--- src/rtl/et_pkg.sv ---
`default_nettype none
// ============================================================================
// et_pkg : shared FSM state type and bit-reversal helper for et_sng.
// Rev 1.0
// ============================================================================
package et_pkg;

    typedef enum logic [0:0] {
        IDLE = 1'b0,
        RUN  = 1'b1
    } state_t;

    localparam int unsigned MAX_W = 32;

    // Reverses the low w bits of v; bits at and above w come back as zero.
    function automatic logic [MAX_W-1:0] bitrev(input logic [MAX_W-1:0] v,
                                                input int unsigned      w);
        logic [MAX_W-1:0] r;
        r = '0;
        for (int i = 0; i < MAX_W; i++) begin
            r[i] = v[MAX_W-1-i];
        end
        return r >> (MAX_W - w);
    endfunction

endpackage
`default_nettype wire

--- src/rtl/et_sng_masked_ctr.sv ---
`default_nettype none
// ============================================================================
// masked_ctr : one counter group (mask register, masked counter, wrap flag).
// Rev 1.0
// ============================================================================
module masked_ctr
    import et_pkg::*;
#(
    parameter int W = 8
) (
    input  logic         clk,
    input  logic         rst_n,
    input  logic         load_i,
    input  logic         adv_i,
    input  logic [W-1:0] s_i,
    output logic [W-1:0] r_o,
    output logic         wrap_o,
    output logic         wr_o
);

    logic [W-1:0] m_q, m_d;
    logic [W-1:0] c_q, c_d;
    logic         wr_q, wr_d;
    logic [W-1:0] w_or;

    // Forcing masked bits to one lets the carry ripple straight past them.
    assign w_or   = c_q | m_q;
    assign wrap_o = &w_or;

    always_comb begin
        m_d  = m_q;
        c_d  = c_q;
        wr_d = wr_q;
        if (load_i) begin
            m_d  = W'(bitrev(MAX_W'(s_i), W));
            c_d  = '0;
            wr_d = 1'b0;
        end else if (adv_i) begin
            c_d = (w_or + W'(1)) & ~m_q;
            if (wrap_o) begin
                wr_d = 1'b1;
            end
        end
    end

    always_ff @(posedge clk or negedge rst_n) begin
        if (!rst_n) begin
            m_q  <= '0;
            c_q  <= '0;
            wr_q <= 1'b0;
        end else begin
            m_q  <= m_d;
            c_q  <= c_d;
            wr_q <= wr_d;
        end
    end

    assign r_o  = W'(bitrev(MAX_W'(c_q), W));
    assign wr_o = wr_q;

endmodule
`default_nettype wire

--- src/rtl/et_sng.sv ---
`default_nettype none
// ============================================================================
// et_sng : early-termination stochastic number generator.
// Optional: ET_SNG_LEN_OUT_EN adds the len_out bit-count output. Rev 1.0
// ============================================================================
module et_sng
    import et_pkg::*;
#(
    parameter int W        = 8,
    parameter int N        = 2,
    parameter int S_GROUPS = 2,
    parameter int CORR     = 0
) (
    input  logic                  clk,
    input  logic                  rst_n,
    input  logic                  in_valid,
    output logic                  in_ready,
    input  logic [N*W-1:0]        Bxs,
    input  logic [S_GROUPS*W-1:0] S,
    input  logic [W-1:0]          k_init,
    output logic                  out_valid,
    input  logic                  out_ready,
    output logic [N-1:0]          out_bits,
    output logic                  out_last,
    output logic [W-1:0]          k_out
`ifdef ET_SNG_LEN_OUT_EN
    ,
    output logic [W:0]            len_out
`endif
);

    localparam logic [0:0] ST_IDLE = IDLE;
    localparam logic [0:0] ST_RUN  = RUN;

    logic [0:0]          state_q, state_d;
    logic [N*W-1:0]      bx_q, bx_d;
    logic [W-1:0]        k_q, k_d;

    logic                w_load;
    logic                w_adv;
    logic [W-1:0]        w_r [S_GROUPS];
    logic [S_GROUPS-1:0] w_wrap;
    logic [S_GROUPS-1:0] w_wr;

    assign in_ready  = (state_q == ST_IDLE);
    assign out_valid = (state_q == ST_RUN);
    assign w_load    = in_valid && in_ready;
    assign w_adv     = out_valid && out_ready;

    // Last bit once every group has either wrapped already or wraps now.
    assign out_last  = out_valid && (&(w_wr | w_wrap));
    assign k_out     = k_q;

    generate
        for (genvar g = 0; g < S_GROUPS; g++) begin : g_grp
            masked_ctr #(
                .W (W)
            ) u_ctr (
                .clk    (clk),
                .rst_n  (rst_n),
                .load_i (w_load),
                .adv_i  (w_adv),
                .s_i    (S[g*W +: W]),
                .r_o    (w_r[g]),
                .wrap_o (w_wrap[g]),
                .wr_o   (w_wr[g])
            );
        end

        for (genvar j = 0; j < N; j++) begin : g_bit
            localparam int GI = (CORR != 0) ? 0 : j;
            assign out_bits[j] = out_valid && (bx_q[j*W +: W] > w_r[GI]);
        end
    endgenerate

    always_comb begin
        state_d = state_q;
        bx_d    = bx_q;
        k_d     = k_q;
        case (state_q)
            ST_IDLE: begin
                if (w_load) begin
                    state_d = ST_RUN;
                    bx_d    = Bxs;
                    k_d     = k_init;
                end
            end
            ST_RUN: begin
                if (w_adv && out_last) begin
                    state_d = ST_IDLE;
                end
            end
            default: state_d = ST_IDLE;
        endcase
    end

    always_ff @(posedge clk or negedge rst_n) begin
        if (!rst_n) begin
            state_q <= ST_IDLE;
            bx_q    <= '0;
            k_q     <= '0;
        end else begin
            state_q <= state_d;
            bx_q    <= bx_d;
            k_q     <= k_d;
        end
    end

`ifdef ET_SNG_LEN_OUT_EN
    logic [W:0] len_q, len_d;

    always_comb begin
        len_d = len_q;
        if (w_load) begin
            len_d = '0;
        end else if (w_adv) begin
            len_d = len_q + (W+1)'(1);
        end
    end

    always_ff @(posedge clk or negedge rst_n) begin
        if (!rst_n) begin
            len_q <= '0;
        end else begin
            len_q <= len_d;
        end
    end

    // The bit on display counts as emitted, so the last handshake shows the full length.
    assign len_out = len_q + (W+1)'(out_valid);
`endif

endmodule
`default_nettype wire

--- config.mk ---
export PLATFORM = sky130hd
export DESIGN_NAME = et_sng
export DESIGN_NICKNAME = d
export VERILOG_FILES = /design/src/rtl/et_pkg.sv /design/src/rtl/et_sng_masked_ctr.sv /design/src/rtl/et_sng.sv
export SDC_FILE = /design/constraint.sdc
export NUM_CORES = 1
export LEC_CHECK = 0
export BUFFER_PORTS_ARGS = -buffer_cell sky130_fd_sc_hd__buf_4
export CORE_MARGIN = 2
export CORE_UTILIZATION = 59
export DETAILED_ROUTE_END_ITERATION = 8
export MAX_ROUTING_LAYER = met4
export PLACE_DENSITY_LB_ADDON = 0.08
export SYNTH_ARGS = -nofsm -noshare
export SYNTH_HDL_FRONTEND = slang
export SYNTH_SLANG_ARGS = --single-unit
--- constraint.sdc ---
create_clock -name clk -period 4.4 [get_ports clk]
set_input_delay 0.44 -clock clk [delete_from_list [all_inputs] [get_ports clk]]
set_output_delay 0.44 -clock clk [all_outputs]
set_load 0.02 [all_outputs]
Word level (Yosys, flattened, before mapping)

Cells that the tools add are included.

Input port bits: 44
Output and inout bits: 13
Flip-flop bits (word level): 59
Word-level logic and storage cells: 49

Multiplexer cells: 13
Reduce and logical (&&, ||, !) cells: 15
Add/sub/neg operators: 2
Order comparisons: 2
Bitwise operators: 8

Operators with widths:

| cell                                                           | count |
|---|---|
| 8-bit 2-to-1 mux                                               | 4 |
| 8-bit by 1-bit adder with 8-bit output (second input constant) | 2 |
| 8-bit AND                                                      | 2 |
| 8-bit greater-than comparator                                  | 2 |
| 8-bit NOT                                                      | 2 |
| 8-bit OR                                                       | 2 |
| 8-bit AND reduction                                            | 2 |
| 1-bit 2-to-1 mux                                               | 8 |
| 2-bit AND reduction                                            | 4 |
| 1-bit logical AND                                              | 6 |
| 2-bit nonzero test                                             | 3 |
| 2-bit OR                                                       | 1 |
| 1-bit case mux with 2 select lines                             | 1 |
| 1-bit NOT                                                      | 1 |

Depth between registers and ports, before layout

Gate-level depths: netlist of the first run.

Word-level depth: 8
Depth in mapped cells: 7

Hierarchy

From an unflattened synthesis of the first run, not the netlist that was laid out.

Cells, all modules: 282
Area, all modules: 3151.8 um^2

By module, submodules not included:

| module     | area each (um^2) | seq. area each (um^2) | instances | cells an instance |
|---|---|---|---|---|
| masked_ctr | 864.6            | 425.4                 | 2         | 83 |
| et_sng     | 1422.6           | 625.6                 | 1         | 116 |

Least setup slack after synthesis of the first run

OpenSTA, ideal clock, no wires.

Kind: reg2out
Start point: reg g_grp[1].u_ctr.m_q[0]
End point: out out_last
Path buffers: 0
Arrival time: 1.580 ns
Path slack: 2.380 ns
Stages on the path, launching flop included: 8
Required time: 3.960 ns
Cell sequence: dfrtp_1 -> nor2_1 -> inv_1 -> ha_1 -> o21ai_0 -> nor3_1 -> a21oi_1 -> nor3_1

Word-level cells in the longest chain between the ends: 5

Ends and longest elaborated chain:

| element                  | RTL line                | source |
|---|---|---|
| start: declaration       | et_sng_masked_ctr.sv:21 | `logic [W-1:0] m_q, m_d;` |
| start signal: assignment | et_sng_masked_ctr.sv:52 | `m_q <= m_d;` |
| 8-bit OR                 | et_sng_masked_ctr.sv:27 | `assign w_or = c_q \| m_q;` |
| 8-bit AND reduction      | et_sng_masked_ctr.sv:28 | `assign wrap_o = &w_or;` |
| 2-bit OR                 | et_sng.sv:51            | `assign out_last = out_valid && (&(w_wr \| w_wrap));` |
| 2-bit AND reduction      | et_sng.sv:51            |  |
| 1-bit logical AND        | et_sng.sv:51            |  |
| end: declaration         | et_sng.sv:24            | `output logic out_last,` |

No other way between the ends.

Worst setup path after layout of the first run

Start point: reg g_grp[1].u_ctr.c_q[0]
End point: out out_last

Word-level cells in the longest chain between the ends: 5

Ends and longest elaborated chain:

| element                  | RTL line                | source |
|---|---|---|
| start: declaration       | et_sng_masked_ctr.sv:22 | `logic [W-1:0] c_q, c_d;` |
| start signal: assignment | et_sng_masked_ctr.sv:49 | `c_q <= '0;` |
| start signal: assignment | et_sng_masked_ctr.sv:53 | `c_q <= c_d;` |
| 8-bit OR                 | et_sng_masked_ctr.sv:27 |  |
| 8-bit AND reduction      | et_sng_masked_ctr.sv:28 |  |
| 2-bit OR                 | et_sng.sv:51            |  |
| 2-bit AND reduction      | et_sng.sv:51            |  |
| 1-bit logical AND        | et_sng.sv:51            |  |

No other way between the ends.

==> impl_results.rst, run 1 <==
.. list-table::
   :header-rows: 1

   * - Metric
     - Value
   * - CTS sink cnt
     - 59
   * - Min Tclk post-route
     - 2.55 ns
   * - Fraction of the yosys area taken by sequential cells
     - 0.503
   * - Worst Slack Setup Final
     - about 1.8 ns
   * - Power density over cell area
     - ~480 nW/µm²
   * - Proportion of power drawn by combinational gates
     - 0.274
   * - RSZ-0062 raised after global routing
     - false
   * - Run status
     - complete, no violations
   * - Post-route DRC violation count
     - 0
   * - Count of filler cells inserted in the layout
     - approximately 380
   * - Clock insertion delay at the later pin of the skew report
     - 0.34 ns
   * - Routed len/inst
     - around 14 µm
   * - # IOs
     - 57
   * - Power share of the clock group
     - 0.316
   * - Number of buffers on the longest clock path
     - 2
   * - Main combinational cell family by area after synthesis
     - simple AND/OR/NAND/NOR gates
   * - Pin count of the biggest net entering global routing
     - 60
   * - R2R setup slack
     - between 2 and 2.5 ns
   * - Number of global-route vias before repair
     - between 2k and 2.5k
   * - Worst path most repeated cell
     - sky130_fd_sc_hd__nor3_1
   * - Post-CTS Repair Setup Buffers
     - 0
   * - Critical-path maximum fanout
     - 4
   * - Synthesized-area fraction occupied by and/or/nand/nor cells
     - 0.253
   * - CP max stage cell
     - sky130_fd_sc_hd__dfrtp_1
   * - Chip height
     - 74.5 µm
   * - Total global routing track utilization
     - 0.270
   * - Reg clk slew, reported paths
     - ~0.070 ns
   * - Endpoint of the most critical register-to-register path
     - g_grp[0].u_ctr.c_q[5]
   * - Layout-stage area growth over the synthesis result
     - 23.5%
   * - Die ar.
     - between 5000 and 6000 µm²
   * - Number of violations of the max-capacitance limit
     - 0
   * - Share of total power consumed by net switching
     - 0.328
   * - Distinct cell type count after synthesis
     - 34
   * - Fraction of registers with async set/reset
     - 1.00
   * - Cells traversed along the worst timing path
     - nor2_1 -> inv_1 -> ha_1 -> o21ai_0 -> nor3_1 -> a21oi_1 -> nor3_1 -> buf_4
   * - Peak ir drop on the vdd network
     - 317 µV
   * - CP Capture Type
     - output port
   * - Worst hold path class
     - input port to asynchronous set/reset pin
   * - Die extent in x
     - around 75 µm
   * - Worst Path Class, Setup
     - flip-flop to output port
   * - Global placer's final weighted congestion
     - ~0.87
   * - Length of the first detailed-routing pass in iterations
     - 4
   * - Number of cells produced by synthesis
     - 340
   * - Net switching power
     - 566 µW
   * - Number of nets in the finished design
     - around 460
   * - Core Area
     - ~4800 µm²
   * - Critical R2R Launch
     - out_valid
   * - Clock tree from TritonCTS
     - built
   * - Share of final-layout standard cells stronger than drive strength 1
     - 0.195
   * - Setup violation total in the final timing report
     - 0
   * - Post-route fraction of the period consumed by the critical path
     - 0.580
   * - WL final
     - around 6500 µm
   * - Multiplexer share of the synthesized area
     - 0
   * - Count of cells resized by post-cts repair
     - 0
   * - Final Slew Violations
     - 0
   * - Synth Area in Adders
     - 0.0767
   * - Number of hold buffers added after cts
     - 0
   * - Power share of the sequential group
     - 0.410
   * - Number of vias after detailed routing
     - 2468
   * - Critical path data required time
     - ~4.0 ns
   * - Diodes inserted
     - 0
   * - CP arrival
     - 2.11 ns
   * - Syn_area_per_cell
     - approximately 8.6 µm²
   * - Clock tree skew after final layout
     - slightly below 0.01 ns
   * - Core Util, Final
     - 0.762
   * - Post-detailed-route count of antenna-violating nets
     - 0
   * - H-tree level count
     - 3
   * - Slew Limit Headroom
     - 0.333
   * - Total CTS buffers
     - 9
   * - Global-route wire length before repair
     - around 11000 µm
   * - Worst slack, placed
     - about 2.2 ns
   * - Global-route congestion overflow total
     - 0
   * - Category of the worst setup path launch point
     - flip-flop
   * - First DRT Iteration DRCs
     - approximately 170
   * - Final HPWL from detailed placement
     - around 4400 µm
   * - Proportion of netlist area held by the largest area contributor
     - 0.503
   * - # rows
     - 25
   * - Initial antenna violation count
     - 0
   * - Area of all placed cells without fillers
     - 3620 µm²
   * - Most area-consuming cells after synthesis
     - sky130_fd_sc_hd__dfrtp_1, sky130_fd_sc_hd__nand2_1, sky130_fd_sc_hd__ha_1, sky130_fd_sc_hd__nor2_1, sky130_fd_sc_hd__inv_1
   * - Buffer type at the clock tree root
     - sky130_fd_sc_hd__clkbuf_8
   * - Area share of xor/xnor cells in the synthesized design
     - 0.0179
   * - Post-detailed-route via-to-cell ratio
     - between 5 and 6
   * - Final Hold Viols
     - 0
   * - Cell Area, Synth
     - roughly 2900 µm²
   * - Effective utilization at floorplan
     - 0.617
   * - Seq cells post-synth
     - 59
   * - Number of synthesized flops with an enable pin
     - 0
   * - Syn Nets
     - approximately 400
   * - Cell family with the largest share of critical-path delay
     - simple AND/OR/NAND/NOR gates
   * - Max Fclk
     - 392 MHz
   * - Int Power
     - 1.16 mW
   * - Total of buffers placed on input and output ports
     - 56
   * - Complex-gate fraction of the synthesized area
     - 0.107
   * - Reported leakage power
     - ~1.9 nW
   * - Largest area contributor in the synthesized netlist
     - sky130_fd_sc_hd__dfrtp_1
   * - Delay of the slowest cell on the worst path
     - ~0.36 ns
   * - Transition time at the pin with the least slew margin
     - between 0.9 and 1 ns
   * - Main flop type after synthesis
     - sky130_fd_sc_hd__dfrtp_1
   * - Buf+Inv Stages, Crit Path
     - 2
   * - Number of cells on the worst reg-to-reg path
     - 3
   * - Hold_ws
     - about 0.15 ns
   * - Area post-placement
     - around 3400 µm²
   * - Sum of negative setup slack
     - 0 ns
   * - Yosys warning total
     - 0
==> cell usage in the layout, fill, tap and decap left out, types with 3 or more instances in the layout <==
| cell type | synthesis | final |
|---|---|---|
| sky130_fd_sc_hd__a21oi_1 | 11 | 11 |
| sky130_fd_sc_hd__and4_1 | 5 | 5 |
| sky130_fd_sc_hd__buf_4 | 0 | 57 |
| sky130_fd_sc_hd__clkbuf_8 | 0 | 9 |
| sky130_fd_sc_hd__clkinv_2 | 0 | 3 |
| sky130_fd_sc_hd__dfrtp_1 | 59 | 59 |
| sky130_fd_sc_hd__ha_1 | 18 | 18 |
| sky130_fd_sc_hd__inv_1 | 21 | 21 |
| sky130_fd_sc_hd__nand2_1 | 123 | 123 |
| sky130_fd_sc_hd__nand3b_1 | 3 | 3 |
| sky130_fd_sc_hd__nor2_1 | 26 | 26 |
| sky130_fd_sc_hd__nor3_1 | 8 | 8 |
| sky130_fd_sc_hd__o21ai_0 | 15 | 15 |
| sky130_fd_sc_hd__o32ai_1 | 6 | 6 |
| sky130_fd_sc_hd__xnor2_1 | 6 | 6 |
==> registers in the layout, indices dropped and copies added (netlist names) <==
signal / cells
g_grp.u_ctr.m_q: 16
g_grp.u_ctr.c_q: 16
bx_q: 16
g_grp.u_ctr.wr_o: 2
out_valid: 1
k_out: 8
==> worst reg2reg max path, cell delays in order, from the launching register on <==
cell,delay (ns)
sky130_fd_sc_hd__dfrtp_1,0.46
sky130_fd_sc_hd__nor2b_4,0.81
sky130_fd_sc_hd__nor2_1,0.23
sky130_fd_sc_hd__a221o_1,0.41
==> power by group through the flow <==
| stage | clock network [mW] | registers (mW) | logic, mW |
|---|---|---|---|
| CTS | 0.553 | 0.705 | 0.474 |
| global route | 0.578 | 0.716 | 0.540 |
| detailed placement | 0 | 0.714 | 0.470 |
| global placement | 0 | 0.711 | 0.450 |
| finish | 0.545 | 0.706 | 0.472 |
| floorplan | 0 | 0.708 | 0.309 |
==> layout make-up <==
type / count / area, µm² / share of cell area
tap: 67 / 83.8 / 0.0231
sequential: 59 / 1480 / 0.407
multi-input combinational: 248 / 1340 / 0.370
clock buffer: 9 / 124 / 0.0342
inverter: 21 / 78.8 / 0.0217
timing repair buffer: 57 / 428 / 0.118
clock inverter: 7 / 91.3 / 0.0252
==> through the flow <==
step,total power [mW],instances
2_1_floorplan,1.02,340
3_3_place_gp,1.16,452
3_5_place_dp,1.18,452
4_1_cts,1.73,468
5_1_grt,1.83,468
6_report,1.72,468
==> routing by layer <==
| layer | share of wire | track usage |
|---|---|---|
| met1 | 0.44 | 0.326 |
| met2 | 0.50 | 0.438 |
| met3 | 0.038 | 0.0501 |
| met4 | 0.026 | 0.125 |
| met5 | 0 | - |
==> synth_stat cells (2+ instances only) <==
library cell	number
sky130_fd_sc_hd__o21a_1	2
sky130_fd_sc_hd__nor2b_1	3
sky130_fd_sc_hd__o32ai_1	6
sky130_fd_sc_hd__nor2_1	26
sky130_fd_sc_hd__dfrtp_1	59
sky130_fd_sc_hd__a22oi_1	2
sky130_fd_sc_hd__a21oi_1	11
sky130_fd_sc_hd__and4_1	5
sky130_fd_sc_hd__or2_2	2
sky130_fd_sc_hd__clkbuf_1	12
sky130_fd_sc_hd__o22ai_1	2
sky130_fd_sc_hd__inv_1	21
sky130_fd_sc_hd__nor3_1	8
sky130_fd_sc_hd__nand3b_1	3
sky130_fd_sc_hd__xnor2_1	6
sky130_fd_sc_hd__nand2_1	123
sky130_fd_sc_hd__ha_1	18
sky130_fd_sc_hd__o21ai_0	15
==> worst max path at each step <==
stage                     cells past startpoint  slack [ns]             startpoint       end
after global routing                          8        1.70  g_grp[1].u_ctr.c_q[0]  out_last
after detailed placement                      8        2.23  g_grp[1].u_ctr.c_q[0]  out_last
after CTS                                     8        1.85  g_grp[1].u_ctr.c_q[0]  out_last
final                                         8        1.85  g_grp[1].u_ctr.c_q[0]  out_last
after floorplan                               7        2.38  g_grp[1].u_ctr.m_q[0]  out_last
after global placement                        8        2.32  g_grp[1].u_ctr.m_q[0]  out_last
==> logic make-up after synthesis <==
group / Yosys count
xor gates and xnor gates: 6
adders and majority gates: 18
and+or+nand+nor: 176
buffers and inverters: 33
AOI/OAI and AO/OA: 48
DFF: 59
Power figures use the tool's default switching activity.
==> run 2: changes to the inputs <==
- CORE_UTILIZATION: 59 -> 55
- clock period: 4.4 -> 2.4 ns (I/O delays scaled with it)
==> run 2 against run 1 <==
Against the previous run: power increased by 72%; clock skew shrank 0.0021 ns; sequential power is 84% higher; hold slack worse by 0.057 ns; die area rose by 6.9%; largest power group unchanged.
==> impl_results.rst, run 2 (synthesis results as in run 1) <==
.. list-table::
   :header-rows: 1

   * - Metric
     - Value
   * - Top flop regs
     - bx_q (16), g_grp.u_ctr.c_q (16), g_grp.u_ctr.m_q (16)
   * - Global-route congestion overflow total
     - 0
   * - Final HPWL from detailed placement
     - between 4000 and 5000 µm
   * - Crit. Startpoint
     - g_grp[1].u_ctr.m_q[0]
   * - # rows
     - 26
   * - Total CTS buffers
     - 9
   * - CP arrival
     - about 2.0 ns
   * - Number of cells on the worst reg-to-reg path
     - 4
   * - Critical path data required time
     - about 2.2 ns
   * - Max Fclk
     - roughly 440 MHz
   * - Critical R2R Launch
     - g_grp[1].u_ctr.c_q[3]
   * - Destination of the critical timing path
     - out_last
   * - Clock tree from TritonCTS
     - built
   * - Run status
     - complete, no violations
   * - Total of buffers placed on input and output ports
     - 56
   * - Clock insertion delay at the later pin of the skew report
     - about 0.33 ns
   * - Routed len/inst
     - ~14 µm
   * - Share of final-layout standard cells stronger than drive strength 1
     - 0.207
   * - Post-detailed-route count of antenna-violating nets
     - 0
   * - Most frequent cells in the layout
     - sky130_fd_sc_hd__nand2_1, sky130_fd_sc_hd__buf_4, sky130_fd_sc_hd__dfrtp_1
   * - Area of all sequential standard cells
     - 1480 µm²
   * - Post-route fraction of the period consumed by the critical path
     - 0.948
   * - Min Tclk post-route
     - 2.27 ns
   * - DP Cell Count
     - around 460
   * - Length of the first detailed-routing pass in iterations
     - 4
   * - Multi-input gate area
     - about 1400 µm²
   * - H-tree level count
     - 3
   * - Pin count of the biggest net entering global routing
     - 60
   * - Global placer's final weighted congestion
     - just over 0.9
   * - Chip height
     - 77.1 µm
   * - Total global routing track utilization
     - 0.245
   * - Layout-stage area growth over the synthesis result
     - 24.0%
   * - Reg clk slew, reported paths
     - ~0.07 ns
   * - Delay of the slowest cell on the worst path
     - about 0.36 ns
   * - Sum of negative setup slack
     - 0 ns
   * - Area post-placement
     - 3440 µm²
   * - CP Capture Type
     - output port
   * - Buf+Inv Stages, Crit Path
     - 2
   * - Number of nets in the finished design
     - 463
   * - Post-detailed-route via-to-cell ratio
     - a little over 5
   * - Reported leakage power
     - around 1.9 nW
   * - Area of all placed cells without fillers
     - 3640 µm²
   * - Cells traversed along the worst timing path
     - nor2_2 -> inv_1 -> ha_1 -> o21ai_0 -> nor3_2 -> a21oi_1 -> nor3_1 -> buf_4
   * - CP max stage cell
     - sky130_fd_sc_hd__dfrtp_1
   * - Clock tree skew after final layout
     - roughly 0.0076 ns
   * - Die extent in x
     - ~77 µm
   * - Critical-path maximum fanout
     - 4
   * - Slew Limit Headroom
     - 0.505
   * - Pwr Total
     - 2.97 mW
   * - Effective utilization at floorplan
     - 0.571
   * - Die ar.
     - around 6000 µm²
   * - Hold_ws
     - slightly above 0.09 ns
   * - Endpoint of the most critical register-to-register path
     - g_grp[1].u_ctr.c_q[7]
   * - Number of global-route vias before repair
     - approximately 2.4k
   * - Worst hold path class
     - input port to flip-flop
   * - WL final
     - 6450 µm
   * - First DRT Iteration DRCs
     - between 90 and 100
   * - Setup violation total in the final timing report
     - 0
   * - Number of violations of the max-capacitance limit
     - 0
   * - # IOs
     - 57
   * - Number of buffers on the longest clock path
     - 2
   * - Post-route DRC violation count
     - 0
   * - Final Hold Viols
     - 0
   * - Post-CTS Repair Setup Buffers
     - 0
   * - Transition time at the pin with the least slew margin
     - between 0.7 and 0.8 ns
   * - WHS Path Cells
     - 3
   * - Category of the worst setup path launch point
     - flip-flop
   * - Count of filler cells inserted in the layout
     - about 440
   * - Global-route wire length before repair
     - 11100 µm
   * - Commonest non-fill, non-tap cell in the layout
     - sky130_fd_sc_hd__nand2_1
   * - Cell family with the largest share of critical-path delay
     - simple AND/OR/NAND/NOR gates
   * - Total number of cells along the worst setup path
     - 8
   * - Final Slew Violations
     - 0
   * - CTS sink cnt
     - 59
   * - R2R setup slack
     - 0.65 ns
   * - Diodes inserted
     - 0
   * - Core Area
     - a little over 5000 µm²
   * - Number of vias after detailed routing
     - 2473
   * - Worst Path Class, Setup
     - flip-flop to output port
   * - Peak ir drop on the vdd network
     - ~570 µV
   * - Initial antenna violation count
     - 0
   * - Buffer type at the clock tree root
     - sky130_fd_sc_hd__clkbuf_8
   * - Final Non-Filler Cells
     - 476
   * - Power density over cell area
     - between 800 and 900 nW/µm²
## run 2: changes by cell type in the layout (fill, tap and decap cells not counted), sizes merged
cell	delta
buf	+4
bufinv	-2
clkinv	+1
clkbuf	+2
dlygate4sd3	+1
inv	-1
## run 2: how the worst min path moves through the flow
stage                                  to  slack [ns]   start
CTS                 g_grp[1].u_ctr.m_q[6]        0.08    S[9]
floorplan                         bx_q[0]       -0.06   rst_n
global route                      bx_q[2]        0.09  Bxs[2]
detailed placement               bx_q[10]        0.36   rst_n
global placement                 bx_q[10]        0.35   rst_n
finish              g_grp[1].u_ctr.m_q[6]        0.09    S[9]
## run 2: final cells by class
type / instances / area share
Sequential cell: 59 / 0.406
Multi-Input combinational cell: 248 / 0.371
Timing Repair Buffer: 62 / 0.129
Clock buffer: 11 / 0.0416
Tap cell: 70 / 0.0241
Inverter: 21 / 0.0217
Clock inverter: 5 / 0.00756
## run 2: routing by layer
layer  vias to the layer above  global-route usage  routed length (µm)
met4                         0              0.0589                  48
met1                      1167               0.310                2890
li1                       1253                   -                   -
met2                        47               0.405                3260
met3                         6              0.0553                 249
met5                         -                   -                   0
## run 2: worst register-to-register path, cell delays in order (launching register included)
cell and delay, ns:
sky130_fd_sc_hd__dfrtp_1 0.43, sky130_fd_sc_hd__o22ai_2 0.12, sky130_fd_sc_hd__or4_4 0.54, sky130_fd_sc_hd__or4b_1 0.51, sky130_fd_sc_hd__nand3_1 0.09
## run 2: timing repair
item	CTS	global route
hold buffers	1	0
hold endpoints to repair	16	0
setup endpoints to repair	0	1
gates resized for setup	0	2
## run 2: metrics by stage
| step | utilization | setup slack, ns |
|---|---|---|
| 6_report | 0.708 | 0.126 |
| 5_1_grt | 0.708 | -0.00975 |
| 4_1_cts | 0.707 | 0.0198 |
| 3_5_place_dp | 0.670 | 0.393 |
| 3_3_place_gp | 0.670 | 0.493 |
| 2_1_floorplan | - | 0.580 |
## run 2: power breakdown
part           total [mW]  internal (mW)  switching, mW
sequential           1.30           1.16          0.135
clock               0.804          0.423          0.381
combinational       0.872          0.389          0.483
==> run 3: changes to the inputs <==
- CAP_MARGIN: not set -> 20
- PLACE_DENSITY: not set -> 0.79
- PLACE_DENSITY_LB_ADDON: 0.08 -> not set
==> run 3 against run 2 <==
Against the previous run: sequential share of layout area down 0.084 points; die area unchanged; final area up 0.21%; hold slack worse by 0.017 ns; global-route usage down 0.31 points; wire length down 0.23%; worst setup slack better by 0.020 ns; clock skew up 0.0032 ns; largest power group unchanged.
==> impl_results.rst, run 3 (synthesis results as in run 1) <==
.. list-table::
   :header-rows: 1

   * - Metric
     - Value
   * - Post-detailed-route via-to-cell ratio
     - approximately 5.3
   * - Number of vias after detailed routing
     - ~2.5k
   * - First DRT Iteration DRCs
     - approximately 170
   * - Category of the worst setup path launch point
     - flip-flop
   * - Total global routing track utilization
     - 0.242
   * - Worst Path Class, Setup
     - flip-flop to output port
   * - Max Fclk
     - roughly 440 MHz
   * - Final Hold Viols
     - 0
   * - Cells traversed along the worst timing path
     - or2_2 -> ha_1 -> o21ai_0 -> nor3_2 -> a21oi_1 -> nor3_1 -> buf_4
   * - Destination of the critical timing path
     - out_last
   * - Critical path data required time
     - roughly 2.2 ns
   * - # rows
     - 26
   * - Initial antenna violation count
     - 0
   * - CP Capture Type
     - output port
   * - Critical R2R Launch
     - out_valid
   * - Area of all sequential standard cells
     - roughly 1500 µm²
   * - Critical-path maximum fanout
     - 4
   * - Post-route DRC violation count
     - 0
   * - Multi-input gate area
     - about 1400 µm²
   * - Die extent in x
     - a little under 80 µm
   * - Power share of the sequential group
     - 0.413
   * - Number of global-route vias before repair
     - between 2k and 2.5k
   * - Clock tree skew after final layout
     - between 0.01 and 0.015 ns
   * - Post-detailed-route count of antenna-violating nets
     - 0
   * - Clock tree from TritonCTS
     - built
   * - Number of nets in the finished design
     - between 400 and 500
   * - Layout-stage area growth over the synthesis result
     - 24.3%
   * - Net switching power
     - roughly 1.0 mW
   * - Worst hold path class
     - input port to flip-flop
   * - Proportion of power drawn by combinational gates
     - 0.274
   * - Peak ir drop on the vdd network
     - 456 µV
   * - Transition time at the pin with the least slew margin
     - about 0.74 ns
   * - Diodes inserted
     - 0
   * - Top flop regs
     - bx_q (16), g_grp.u_ctr.c_q (16), g_grp.u_ctr.m_q (16)
   * - Run status
     - complete, no violations
   * - Share of total power consumed by net switching
     - 0.323
   * - Sum of negative setup slack
     - 0 ns
   * - Clock insertion delay at the later pin of the skew report
     - about 0.35 ns
   * - Power density over cell area
     - roughly 860 nW/µm²
   * - Reg clk slew, reported paths
     - approximately 0.07 ns
   * - Total CTS buffers
     - 9
   * - Crit. Startpoint
     - g_grp[1].u_ctr.m_q[1]
   * - H-tree level count
     - 3
   * - Commonest non-fill, non-tap cell in the layout
     - sky130_fd_sc_hd__nand2_1
   * - Count of filler cells inserted in the layout
     - between 400 and 500
   * - Delay of the slowest cell on the worst path
     - approximately 0.40 ns
   * - Area post-placement
     - around 3400 µm²
   * - Core Area
     - just over 5000 µm²
   * - RSZ-0062 raised after global routing
     - false
   * - CP arrival
     - 2.01 ns
   * - Final HPWL from detailed placement
     - approximately 4400 µm
   * - Number of cells on the worst reg-to-reg path
     - 4
   * - Share of final-layout standard cells stronger than drive strength 1
     - 0.196
   * - R2R setup slack
     - 0.55 ns
   * - Post-route fraction of the period consumed by the critical path
     - 0.939
   * - Effective utilization at floorplan
     - 0.571
   * - Chip height
     - between 70 and 80 µm
   * - Most frequent cells in the layout
     - sky130_fd_sc_hd__nand2_1, sky130_fd_sc_hd__dfrtp_1, sky130_fd_sc_hd__buf_4
   * - Global-route congestion overflow total
     - 0
   * - Min Tclk post-route
     - 2.25 ns
   * - Reported leakage power
     - approximately 1.9 nW
   * - Area of all placed cells without fillers
     - between 3000 and 4000 µm²
   * - Number of buffers on the longest clock path
     - 2
   * - CP max stage cell
     - sky130_fd_sc_hd__dfrtp_1
   * - Setup violation total in the final timing report
     - 0
   * - Final Slew Violations
     - 0
   * - Buffer type at the clock tree root
     - sky130_fd_sc_hd__clkbuf_8
   * - Power share of the clock group
     - 0.313
   * - WL final
     - 6430 µm
   * - Post-CTS Repair Setup Buffers
     - 0
   * - Int Power
     - roughly 2.1 mW
   * - WHS Path Cells
     - 3
   * - Die ar.
     - approximately 5900 µm²
   * - Length of the first detailed-routing pass in iterations
     - 4
   * - Total of buffers placed on input and output ports
     - between 50 and 60
   * - Number of violations of the max-capacitance limit
     - 0
   * - Routed len/inst
     - 13.6 µm
   * - Pin count of the biggest net entering global routing
     - 60
   * - Endpoint of the most critical register-to-register path
     - g_grp[0].u_ctr.c_q[3]
   * - Global-route wire length before repair
     - around 11000 µm
   * - Global placer's final weighted congestion
     - approximately 0.85
   * - Slew Limit Headroom
     - 0.508
   * - CTS sink cnt
     - just under 60
   * - # IOs
     - between 50 and 60
run 3: changes by cell type in the layout (fill, tap and decap cells not counted), sizes merged:
cell and delta:
buf -3, bufinv +2, clkinv -2
run 3: routing by layer:
layer  global-route usage  vias up  share of wire
li1                     -     1239              -
met1                0.284     1180           0.43
met2                0.398       59           0.51
met3               0.0647       13          0.042
met4               0.0964        0          0.020
met5                    -        -              0
run 3: power groups by stage:
stage,sequential [mW],combinational [mW],clock [mW]
5_1_grt,1.32,0.988,1.04
6_report,1.30,0.861,0.981
3_5_place_dp,1.31,0.860,0
4_1_cts,1.30,0.868,0.993
3_3_place_gp,1.30,0.822,0
2_1_floorplan,1.30,0.566,0
run 3: final cells by class:
type / count / share of cell area
sequential: 59 / 0.405
multi-input combinational: 248 / 0.370
tap: 70 / 0.0240
timing repair buffer: 59 / 0.122
clock inverter: 5 / 0.0213
clock buffer: 11 / 0.0360
inverter: 21 / 0.0216
run 3: repair_timing:
item                                    in CTS  in global routing
hold buffers                                 1                  0
hold endpoints to repair                    59                  0
resized for setup                            0                  2
endpoints found under the setup margin       0                  1
run 3: through the flow:
step	hold WS, ns	power (mW)	cells	worst slack, ns	util
detailed placement	0.355	2.17	456	0.515	0.666
CTS	0.0652	3.16	473	0.120	0.708
finish	0.0756	3.14	473	0.146	0.710
floorplan	-0.0556	1.86	340	0.580	-
global placement	0.350	2.13	456	0.558	0.666
global route	0.0794	3.34	473	0.0243	0.710
run 3: worst min-delay path by stage:
stage                    from  slack [ns]       end
detailed placement      rst_n        0.36  bx_q[11]
floorplan               rst_n       -0.06   bx_q[0]
global placement        rst_n        0.35  bx_q[11]
CTS                 k_init[0]        0.07  k_out[0]
global route           Bxs[3]        0.08   bx_q[3]
finish              k_init[0]        0.08  k_out[0]
run 3: critical path, delay by kind of cell, from the launching register on:
family | cells | cell delay, ns
adders and majority gates | 1 | 0.22
and+or+nand+nor | 3 | 0.49
buffers and inverters | 1 | 0.16
DFF | 1 | 0.40
AOI/OAI and AO/OA | 2 | 0.39
